## config.mk

```make
export PLATFORM = sky130hd
export DESIGN_NAME = ctrl_unit
export DESIGN_NICKNAME = d
export VERILOG_FILES = /design/src/rtl/ctrl_unit.sv
export SDC_FILE = /design/constraint.sdc
export NUM_CORES = 1
export LEC_CHECK = 0
export CAP_MARGIN = 10
export CORE_MARGIN = 5
export CORE_UTILIZATION = 47
export CTS_CLUSTER_SIZE = 40
export DETAILED_ROUTE_END_ITERATION = 10
export GPL_ROUTABILITY_DRIVEN = 1
export PLACE_DENSITY = 0.87
export SYNTH_ARGS = -nofsm -noshare
export SYNTH_HDL_FRONTEND = slang
export SYNTH_SLANG_ARGS = --single-unit
```

## constraint.sdc

```tcl
create_clock -name clk -period 5.41 [get_ports clk]
set_input_delay 1.082 -clock clk [delete_from_list [all_inputs] [get_ports clk]]
set_output_delay 1.082 -clock clk [all_outputs]
set_load 0.01 [all_outputs]
```

## src/rtl/ctrl_unit.sv

```systemverilog
// ctrl_unit: PIC16C5x instruction decode and Q1-Q4 sequencing stage.
// Produces ALU controls, skip/branch flush handling and the Q4 write-back, PC and stack strobes.
`ifndef ALU_FUNC_WIDTH
`define ALU_FUNC_WIDTH 4
`endif
`ifndef BIT_SEL_WIDTH
`define BIT_SEL_WIDTH 3
`endif
`ifndef DATA_WIDTH
`define DATA_WIDTH 8
`endif

module ctrl_unit (
    input  logic                       clk,
    input  logic                       rst_n,
    input  logic [11:0]                instIn,
    input  logic [`DATA_WIDTH-1:0]     fDataIn,
    input  logic [`DATA_WIDTH-1:0]     aluResultIn,
    output logic [1:0]                 qPhaseOut,
    output logic [`ALU_FUNC_WIDTH-1:0] aluFuncOut,
    output logic [`BIT_SEL_WIDTH-1:0]  bitSelOut,
    output logic [7:0]                 litOut,
    output logic [4:0]                 fAddrOut,
    output logic                       wOpZeroOut,
    output logic [1:0]                 fOpSelOut,
    output logic                       wWrEnOut,
    output logic                       fWrEnOut,
    output logic [2:0]                 statusWrMaskOut,
    output logic                       pcIncOut,
    output logic                       pcLoadOut,
    output logic [8:0]                 pcTargetOut,
    output logic                       pushOut,
    output logic                       popOut
);

    localparam int AW = `ALU_FUNC_WIDTH;
    typedef logic [AW-1:0] aluFunc_t;

    localparam aluFunc_t ALU_DEFAULT = aluFunc_t'(0);
    localparam aluFunc_t ALU_ADDWF   = aluFunc_t'(1);
    localparam aluFunc_t ALU_SUBWF   = aluFunc_t'(2);
    localparam aluFunc_t ALU_ANDWF   = aluFunc_t'(3);
    localparam aluFunc_t ALU_IORWF   = aluFunc_t'(4);
    localparam aluFunc_t ALU_XORWF   = aluFunc_t'(5);
    localparam aluFunc_t ALU_COMF    = aluFunc_t'(6);
    localparam aluFunc_t ALU_DECF    = aluFunc_t'(7);
    localparam aluFunc_t ALU_INCF    = aluFunc_t'(8);
    localparam aluFunc_t ALU_SWAPF   = aluFunc_t'(9);
    localparam aluFunc_t ALU_RLF     = aluFunc_t'(10);
    localparam aluFunc_t ALU_RRF     = aluFunc_t'(11);
    localparam aluFunc_t ALU_BCF     = aluFunc_t'(12);
    localparam aluFunc_t ALU_BSF     = aluFunc_t'(13);
    localparam aluFunc_t ALU_IORLW   = aluFunc_t'(14);
    localparam aluFunc_t ALU_ANDLW   = aluFunc_t'(15);

    localparam logic [1:0] FSEL_REG  = 2'd0;
    localparam logic [1:0] FSEL_LIT  = 2'd1;
    localparam logic [1:0] FSEL_ZERO = 2'd2;

    typedef enum logic [1:0] {Q1 = 2'd0, Q2 = 2'd1, Q3 = 2'd2, Q4 = 2'd3} phase_t;

    typedef enum logic [4:0] {
        OP_NOP, OP_MOVWF, OP_CLR, OP_SUBWF, OP_DECF, OP_IORWF, OP_ANDWF,
        OP_XORWF, OP_ADDWF, OP_MOVF, OP_COMF, OP_INCF, OP_DECFSZ, OP_RRF,
        OP_RLF, OP_SWAPF, OP_INCFSZ, OP_BCF, OP_BSF, OP_BTFSC, OP_BTFSS,
        OP_RETLW, OP_CALL, OP_GOTO, OP_MOVLW, OP_IORLW, OP_ANDLW, OP_XORLW
    } op_t;

    phase_t     phase;
    phase_t     phaseNext;
    logic [11:0] ir;
    logic        flush;
    op_t         op;
    aluFunc_t    aluFunc;
    logic        wOpZero;
    logic [1:0]  fOpSel;
    logic        toDest;
    logic        wrW;
    logic        wrF;
    logic [2:0]  mask;
    logic        load;
    logic        push;
    logic        pop;
    logic [8:0]  target;
    logic        skip;
    logic        takeFlush;
    logic        exec;

    // Phase sequencer
    always_ff @(posedge clk or negedge rst_n) begin
        if (!rst_n) phase <= Q1;
        else        phase <= phaseNext;
    end

    always_comb begin
        phaseNext = Q1;
        unique case (phase)
            Q1: phaseNext = Q2;
            Q2: phaseNext = Q3;
            Q3: phaseNext = Q4;
            Q4: phaseNext = Q1;
        endcase
    end

    // A taken skip/branch replaces the just-fetched word with NOP at the same edge,
    // so the flush flag only ever marks the one squashed slot.
    always_ff @(posedge clk or negedge rst_n) begin
        if (!rst_n) begin
            ir    <= '0;
            flush <= 1'b0;
        end else if (phase == Q4) begin
            flush <= takeFlush;
            ir    <= takeFlush ? '0 : instIn;
        end
    end

    always_comb begin
        op = OP_NOP;
        casez (ir)
            12'b0000_001?_????: op = OP_MOVWF;
            12'b0000_01??_????: op = OP_CLR;
            12'b0000_10??_????: op = OP_SUBWF;
            12'b0000_11??_????: op = OP_DECF;
            12'b0001_00??_????: op = OP_IORWF;
            12'b0001_01??_????: op = OP_ANDWF;
            12'b0001_10??_????: op = OP_XORWF;
            12'b0001_11??_????: op = OP_ADDWF;
            12'b0010_00??_????: op = OP_MOVF;
            12'b0010_01??_????: op = OP_COMF;
            12'b0010_10??_????: op = OP_INCF;
            12'b0010_11??_????: op = OP_DECFSZ;
            12'b0011_00??_????: op = OP_RRF;
            12'b0011_01??_????: op = OP_RLF;
            12'b0011_10??_????: op = OP_SWAPF;
            12'b0011_11??_????: op = OP_INCFSZ;
            12'b0100_????_????: op = OP_BCF;
            12'b0101_????_????: op = OP_BSF;
            12'b0110_????_????: op = OP_BTFSC;
            12'b0111_????_????: op = OP_BTFSS;
            12'b1000_????_????: op = OP_RETLW;
            12'b1001_????_????: op = OP_CALL;
            12'b101?_????_????: op = OP_GOTO;
            12'b1100_????_????: op = OP_MOVLW;
            12'b1101_????_????: op = OP_IORLW;
            12'b1110_????_????: op = OP_ANDLW;
            12'b1111_????_????: op = OP_XORLW;
            default:            op = OP_NOP;
        endcase
    end

    always_comb begin
        aluFunc = ALU_DEFAULT;
        wOpZero = 1'b0;
        fOpSel  = FSEL_REG;
        toDest  = 1'b0;
        wrW     = 1'b0;
        wrF     = 1'b0;
        mask    = 3'b000;
        load    = 1'b0;
        push    = 1'b0;
        pop     = 1'b0;
        target  = '0;
        case (op)
            OP_ADDWF:  begin aluFunc = ALU_ADDWF; mask = 3'b111; toDest = 1'b1; end
            OP_SUBWF:  begin aluFunc = ALU_SUBWF; mask = 3'b111; toDest = 1'b1; end
            OP_ANDWF:  begin aluFunc = ALU_ANDWF; mask = 3'b100; toDest = 1'b1; end
            OP_IORWF:  begin aluFunc = ALU_IORWF; mask = 3'b100; toDest = 1'b1; end
            OP_XORWF:  begin aluFunc = ALU_XORWF; mask = 3'b100; toDest = 1'b1; end
            OP_COMF:   begin aluFunc = ALU_COMF;  mask = 3'b100; toDest = 1'b1; end
            OP_DECF:   begin aluFunc = ALU_DECF;  mask = 3'b100; toDest = 1'b1; end
            OP_INCF:   begin aluFunc = ALU_INCF;  mask = 3'b100; toDest = 1'b1; end
            OP_RLF:    begin aluFunc = ALU_RLF;   mask = 3'b001; toDest = 1'b1; end
            OP_RRF:    begin aluFunc = ALU_RRF;   mask = 3'b001; toDest = 1'b1; end
            OP_SWAPF:  begin aluFunc = ALU_SWAPF; toDest = 1'b1; end
            OP_DECFSZ: begin aluFunc = ALU_DECF;  toDest = 1'b1; end
            OP_INCFSZ: begin aluFunc = ALU_INCF;  toDest = 1'b1; end
            OP_MOVF:   begin aluFunc = ALU_IORWF; wOpZero = 1'b1; mask = 3'b100; toDest = 1'b1; end
            OP_MOVWF:  begin aluFunc = ALU_IORWF; fOpSel = FSEL_ZERO; wrF = 1'b1; end
            OP_CLR:    begin aluFunc = ALU_ANDWF; fOpSel = FSEL_ZERO; mask = 3'b100; toDest = 1'b1; end
            OP_BCF:    begin aluFunc = ALU_BCF;   wrF = 1'b1; end
            OP_BSF:    begin aluFunc = ALU_BSF;   wrF = 1'b1; end
            OP_MOVLW:  begin aluFunc = ALU_IORLW; wOpZero = 1'b1; wrW = 1'b1; end
            OP_IORLW:  begin aluFunc = ALU_IORLW; wrW = 1'b1; mask = 3'b100; end
            OP_ANDLW:  begin aluFunc = ALU_ANDLW; wrW = 1'b1; mask = 3'b100; end
            OP_XORLW:  begin aluFunc = ALU_XORWF; fOpSel = FSEL_LIT; wrW = 1'b1; mask = 3'b100; end
            OP_RETLW:  begin aluFunc = ALU_IORLW; wOpZero = 1'b1; wrW = 1'b1; pop = 1'b1; load = 1'b1; end
            OP_CALL:   begin push = 1'b1; load = 1'b1; target = {1'b0, ir[7:0]}; end
            OP_GOTO:   begin load = 1'b1; target = ir[8:0]; end
            default:   ;
        endcase
        if (toDest) begin
            wrF = ir[5];
            wrW = !ir[5];
        end
    end

    always_comb begin
        skip = 1'b0;
        case (op)
            OP_DECFSZ, OP_INCFSZ: skip = (aluResultIn == '0);
            OP_BTFSC:             skip = !fDataIn[ir[7:5]];
            OP_BTFSS:             skip = fDataIn[ir[7:5]];
            default:              skip = 1'b0;
        endcase
        takeFlush = !flush && (skip || load);
    end

    always_comb begin
        qPhaseOut       = phase;
        aluFuncOut      = aluFunc;
        bitSelOut       = ir[7:5];
        litOut          = ir[7:0];
        fAddrOut        = ir[4:0];
        wOpZeroOut      = wOpZero;
        fOpSelOut       = fOpSel;
        pcTargetOut     = target;
        exec            = (phase == Q4) && !flush;
        wWrEnOut        = exec && wrW;
        fWrEnOut        = exec && wrF;
        statusWrMaskOut = exec ? mask : 3'b000;
        pcLoadOut       = exec && load;
        pushOut         = exec && push;
        popOut          = exec && pop;
        pcIncOut        = (phase == Q4) && !pcLoadOut;
    end

endmodule
```

=== Word-level counts from Yosys, hierarchy flattened ===
Cells that the tools add are included.

* Bits in registers: 15
* Output and inout port bits: 43
* Word-level logic and storage cells: 112

* Order comparisons: 1
* Equal/unequal tests: 57
* Mux-type cells: 20
* Reduce and logical (&&, ||, !) cells: 31

{| class="wikitable"
|+ Operators by type and width
! cell !! count
|-
| $pmux W5 S27 || 1
|-
| $eq A5 B5 Y1 const B || 12
|-
| $pmux W4 S15 || 1
|-
| $eq A6 B4 Y1 const B || 8
|-
| $eq A5 B4 Y1 const B || 8
|-
| $eq A4 B4 Y1 const B || 6
|-
| $eq A6 B3 Y1 const B || 4
|-
| $eq A5 B3 Y1 const B || 4
|-
| $pmux W9 S2 || 1
|-
| $eq A4 B3 Y1 const B || 4
|-
| $reduce_or A2 Y1 || 8
|-
| $reduce_or A15 Y1 || 1
|-
| $reduce_or A3 Y1 || 5
|-
| $eq A6 B2 Y1 const B || 2
|-
| $mux W12 || 1
|-
| $reduce_or A11 Y1 || 1
|-
| $eq A5 B2 Y1 const B || 2
|-
| $mux W1 || 10
|-
| $pmux W3 S3 || 1
|-
| $logic_and A1 B1 Y1 || 8
|-
| $logic_not A8 Y1 || 1
|-
| $pmux W2 S4 || 1
|-
| $eq A7 B1 Y1 const B || 1
|-
| $eq A6 B1 Y1 const B || 1
|-
| 13 further kinds || 17
|}

=== Logic depth before layout (Yosys ltp) ===
* Depth after elaboration: 8
* Gate-level depth with buffers: 9

=== Least setup slack after synthesis ===
OpenSTA, ideal clock, no wires.

* Path kind: reg-to-output
* Start point: reg ir[11]
* End point: out wWrEnOut
* Data arrival time: 1.791 ns
* Data required time: 4.328 ns
* Slack: 2.537 ns
* Stages on the path, launching flop included: 8
* Cell sequence: dfrtp_1 > buf_6 > or2_1 > buf_2 > o221ai_1 > xnor2_1 > a21oi_1 > o31ai_1

* Word-level cells in the longest chain between the ends: 7
* Elaborated cells on any way between the ends: 54
* Classes of those cells: 47 x eq/ne; 4 x mux; 3 x reduce/logical

{| class="wikitable"
|+ Ends and longest elaborated chain
! element !! line !! RTL
|-
| start: declaration || 71 || <nowiki>logic [11:0] ir;</nowiki>
|-
| start signal: assignment || 113 || <nowiki>ir <= takeFlush ? '0 : instIn;</nowiki>
|-
| $eq A7 B1 Y1 (tied with other cells) || 119 || <nowiki>casez (ir)</nowiki>
|-
| $pmux W5 S27 * || 119 ||
|-
| $eq A5 B2 Y1 (tied with other cells) || 163 || <nowiki>case (op)</nowiki>
|-
| $reduce_or A15 Y1 (no line) / $reduce_or A5 Y1 (equally long branches) || - ||
|-
| $mux W1 || 163 ||
|-
| $mux W1 * || 191 || <nowiki>if (toDest) begin</nowiki>
|-
| $logic_and A1 B1 Y1 * || 218 || <nowiki>wWrEnOut = exec && wrW;</nowiki>
|-
| end: declaration || 26 || <nowiki>output logic wWrEnOut,</nowiki>
|}

Mark *: on every way between the ends. The rest lies on a longest branch, timed or not.

=== Worst setup path after layout ===
* Start point: reg ir[8]
* End point: out wWrEnOut

* Word-level cells in the longest chain between the ends: 7
* Elaborated cells on any way between the ends: 53
* Classes of those cells: 46 x eq/ne; 4 x mux; 3 x reduce/logical

{| class="wikitable"
|+ Ends and longest elaborated chain
! element !! line
|-
| $eq A7 B1 Y1 (tied with other cells) || 119
|-
| $pmux W5 S27 * || 119
|-
| $eq A5 B2 Y1 (tied with other cells) || 163
|-
| $reduce_or A15 Y1 (no line) / $reduce_or A5 Y1 (equally long branches) || -
|-
| $mux W1 || 163
|-
| $mux W1 * || 191
|-
| $logic_and A1 B1 Y1 * || 218
|}

Marks and branches as above.

==> flow_metrics.tcl <==
set metrics [dict create \
    status "complete, no violations" \
    swShare 0.490 \
    ys_warn_count 0 \
    layout_min_cycle_time_ns 4.03 \
    max_freq_mhz 248 \
    setup_viol 0 \
    synthToLayoutAreaGrowth_pct 35.4 \
    multi_input_area_um2 1100 \
    synth_flop_cell "dfrtp_1" \
    critPathKind "reg -> out" \
    finalClockSkew_ns 0.00498 \
    critPathRequiredTime_ns 4.33 \
    clockBufferDepth 2 \
    vias_per_cell 5.68 \
    drc_errors 0 \
    cp-end-kind "primary output" \
    coreArea_um2 3610 \
    fin_crit_sh 0.744 \
    post-cts-setup-buffers 0 \
    total_power_uw 1280 \
    pwr-share-seq 0.237 \
    p_switching_uw 628 \
    synth_area_per_cell_um2 7.49 \
    final_max_slew_viol_count 0 \
    wire_per_inst_um 15.7 \
    gp_congestion 0.944 \
    cts_tree "done" \
    rsz0062_at_grt "false" \
    p_comb_frac 0.690 \
    dr.pass1.iters 4 \
    final_cell_count_no_fill 322 \
    grt_pass1_wl_um 8510 \
    relSlewSlack 0.536 \
    die_w_um 70.7 \
    grt_usage 0.202 \
    ys_seq_area_frac 0.217 \
    holdBufCountCts 0 \
    fillCellCount 323 \
    boundaryPins 73 \
    grt_pass1_vias 1853 \
    intPower_uw 654 \
    overflow 0 \
    num_rows 22 \
    final_common_cell "clkdlybuf4s50_1" \
    fin_util 0.649 \
    finalHoldViolations 0 \
    layout_common_cells "clkdlybuf4s50_1, nor2_1, a21oi_1" \
    start_util 0.480 \
    placed_cells 318 \
    die_y_um 70.7 \
    cts_sinks 15 \
    hpwl_um 3680 \
    grt_max_degree 31 \
    syn-instance-count 231 \
    dieArea_um2 4990 \
    cp-start-kind "register" \
    drive_above_1_share 0.0766 \
    synth_seq_cells 15 \
    drt_iter0_markers 284 \
    cellPowerDensity_nw_per_um2 548 \
    postRouteWirelength_um 5050 \
    seqCellArea_um2 375 \
    max-vdd-ir-drop_mv 0.328 \
    drtAntennaViolNets 0 \
    clk_pin_slew_ns 0.07 \
    worst_pin_slew_ns 0.693 \
    cts_buffers 3 \
    slowest_stage "dfrtp_1" \
    io_buffers 72 \
    fin_ws_ns 1.38 \
    leakagePower_uw 0.000878 \
    tns_ns 0 \
    syn_nets 264 \
    synth.distinct_cells 50 \
    clock_power_share 0.073 \
    root_buffer "clkbuf_8" \
    cp_data_arrival_time_ns 2.94 \
    cap_violations 0 \
    ctsResizeCount 0 \
    preCtsSetupSlack_ns 1.70 \
    antennaDiodeCount 0 \
    via_count 1828 \
    critical_path.cell_chain "inv_1 > o32ai_1 > o21a_1 > xnor2_1 > a21oi_1 > o31ai_1 > clkdlybuf4s50_1" \
    max_stage_delay_ns 0.69 \
    worst-path-max-fanout 18 \
    clock_latency_ns 0.25 \
    hold_class "reg -> reg" \
    synth-async-reset-ratio 1.00 \
    synth_edf_count 0 \
    syn_area_um2 1730 \
    htreeDepth 1 \
    antenna_found_initial 0 \
    nNetsFinal 308 \
]
## through the flow
stage,hold slack [ns],cell area (um2)
after detailed placement,0.614,2290
after floorplan,0.591,1730
final,0.619,2340
after CTS,0.631,2340
after global placement,0.595,2290
after global routing,0.677,2340
## power by group through the flow
| stage | Clock, uW | Sequential, uW | Combinational [uW] |
|---|---|---|---|
| after detailed placement | 0 | 302 | 881 |
| after CTS | 93.3 | 301 | 885 |
| final | 93.6 | 304 | 884 |
| after floorplan | 0 | 192 | 737 |
| after global placement | 0 | 301 | 871 |
| after global routing | 99.5 | 321 | 967 |
## worst paths after layout
path	startpoint	slack, ns	cells after the start	to
max	ir[8]	1.38	7	wWrEnOut
min	qPhaseOut[1]	0.62	2	qPhaseOut[1]
max reg2reg	ir[8]	2.48	6	ir[2]
min reg2reg	qPhaseOut[1]	0.62	2	qPhaseOut[1]
max in group asynchronous	rst_n	3.72	1	ir[6]
min in group asynchronous	rst_n	1.25	1	ir[0]
## critical path, delay by kind of cell, from the launching register on
| family | cells | cell delay [ns] |
|---|---|---|
| AO/OA/AOI/OAI | 4 | 0.98 |
| XOR/XNOR | 1 | 0.16 |
| buffers and inverters | 2 | 0.85 |
| flip-flops | 1 | 0.69 |
## layout make-up
cell class,count,share of cell area
clock inverters,1,0.00214
repair buffers,74,0.314
flip-flops and latches,15,0.160
clock buffers,3,0.0176
well taps,48,0.0257
multi-input cells,175,0.470
inverters,6,0.00962
## flip-flops by register name, summed over array words and instances, names as in the netlist
name       flops
ir            12
qPhaseOut      2
flush          1
## cells in the mapped netlist (2+ instances only)
master,n,share of area
nor2b_1,15,0.054
a21oi_1,19,0.055
nor3_1,4,0.012
buf_2,3,0.0087
inv_1,6,0.013
nor2_1,20,0.043
xnor2_1,4,0.020
o21ai_2,9,0.046
o221ai_1,2,0.010
and2_1,8,0.029
o21a_1,2,0.0087
o31ai_1,2,0.0087
nand2_1,13,0.028
clkbuf_1,11,0.024
a22oi_1,3,0.013
nand3_1,17,0.049
o211ai_1,4,0.017
nor4b_1,2,0.010
buf_6,2,0.013
ha_1,3,0.022
mux2i_1,4,0.023
nand2b_1,5,0.018
nand4_1,2,0.0072
buf_4,17,0.074
and3_1,3,0.011
dfrtp_1,15,0.22
o21ai_0,12,0.035
or3_1,2,0.0072
## metal layers
metal / wire (um) / up-vias / track usage
li1: - / 890 / -
met3: 327 / 6 / 0.0398
met2: 2650 / 61 / 0.359
met5: 0 / - / 0
met4: 41 / 0 / 0.0543
met1: 2030 / 871 / 0.250
## cell families after synthesis
group | after synthesis | share of synthesized area
DFF | 15 | 0.217
muxes | 5 | 0.0362
buffers and inverters | 41 | 0.146
adders and majority gates | 4 | 0.0275
xor gates and xnor gates | 4 | 0.0203
AOI/OAI and AO/OA | 65 | 0.256
and+or+nand+nor | 97 | 0.297
Note: power is estimated with default switching activity, not from simulation.
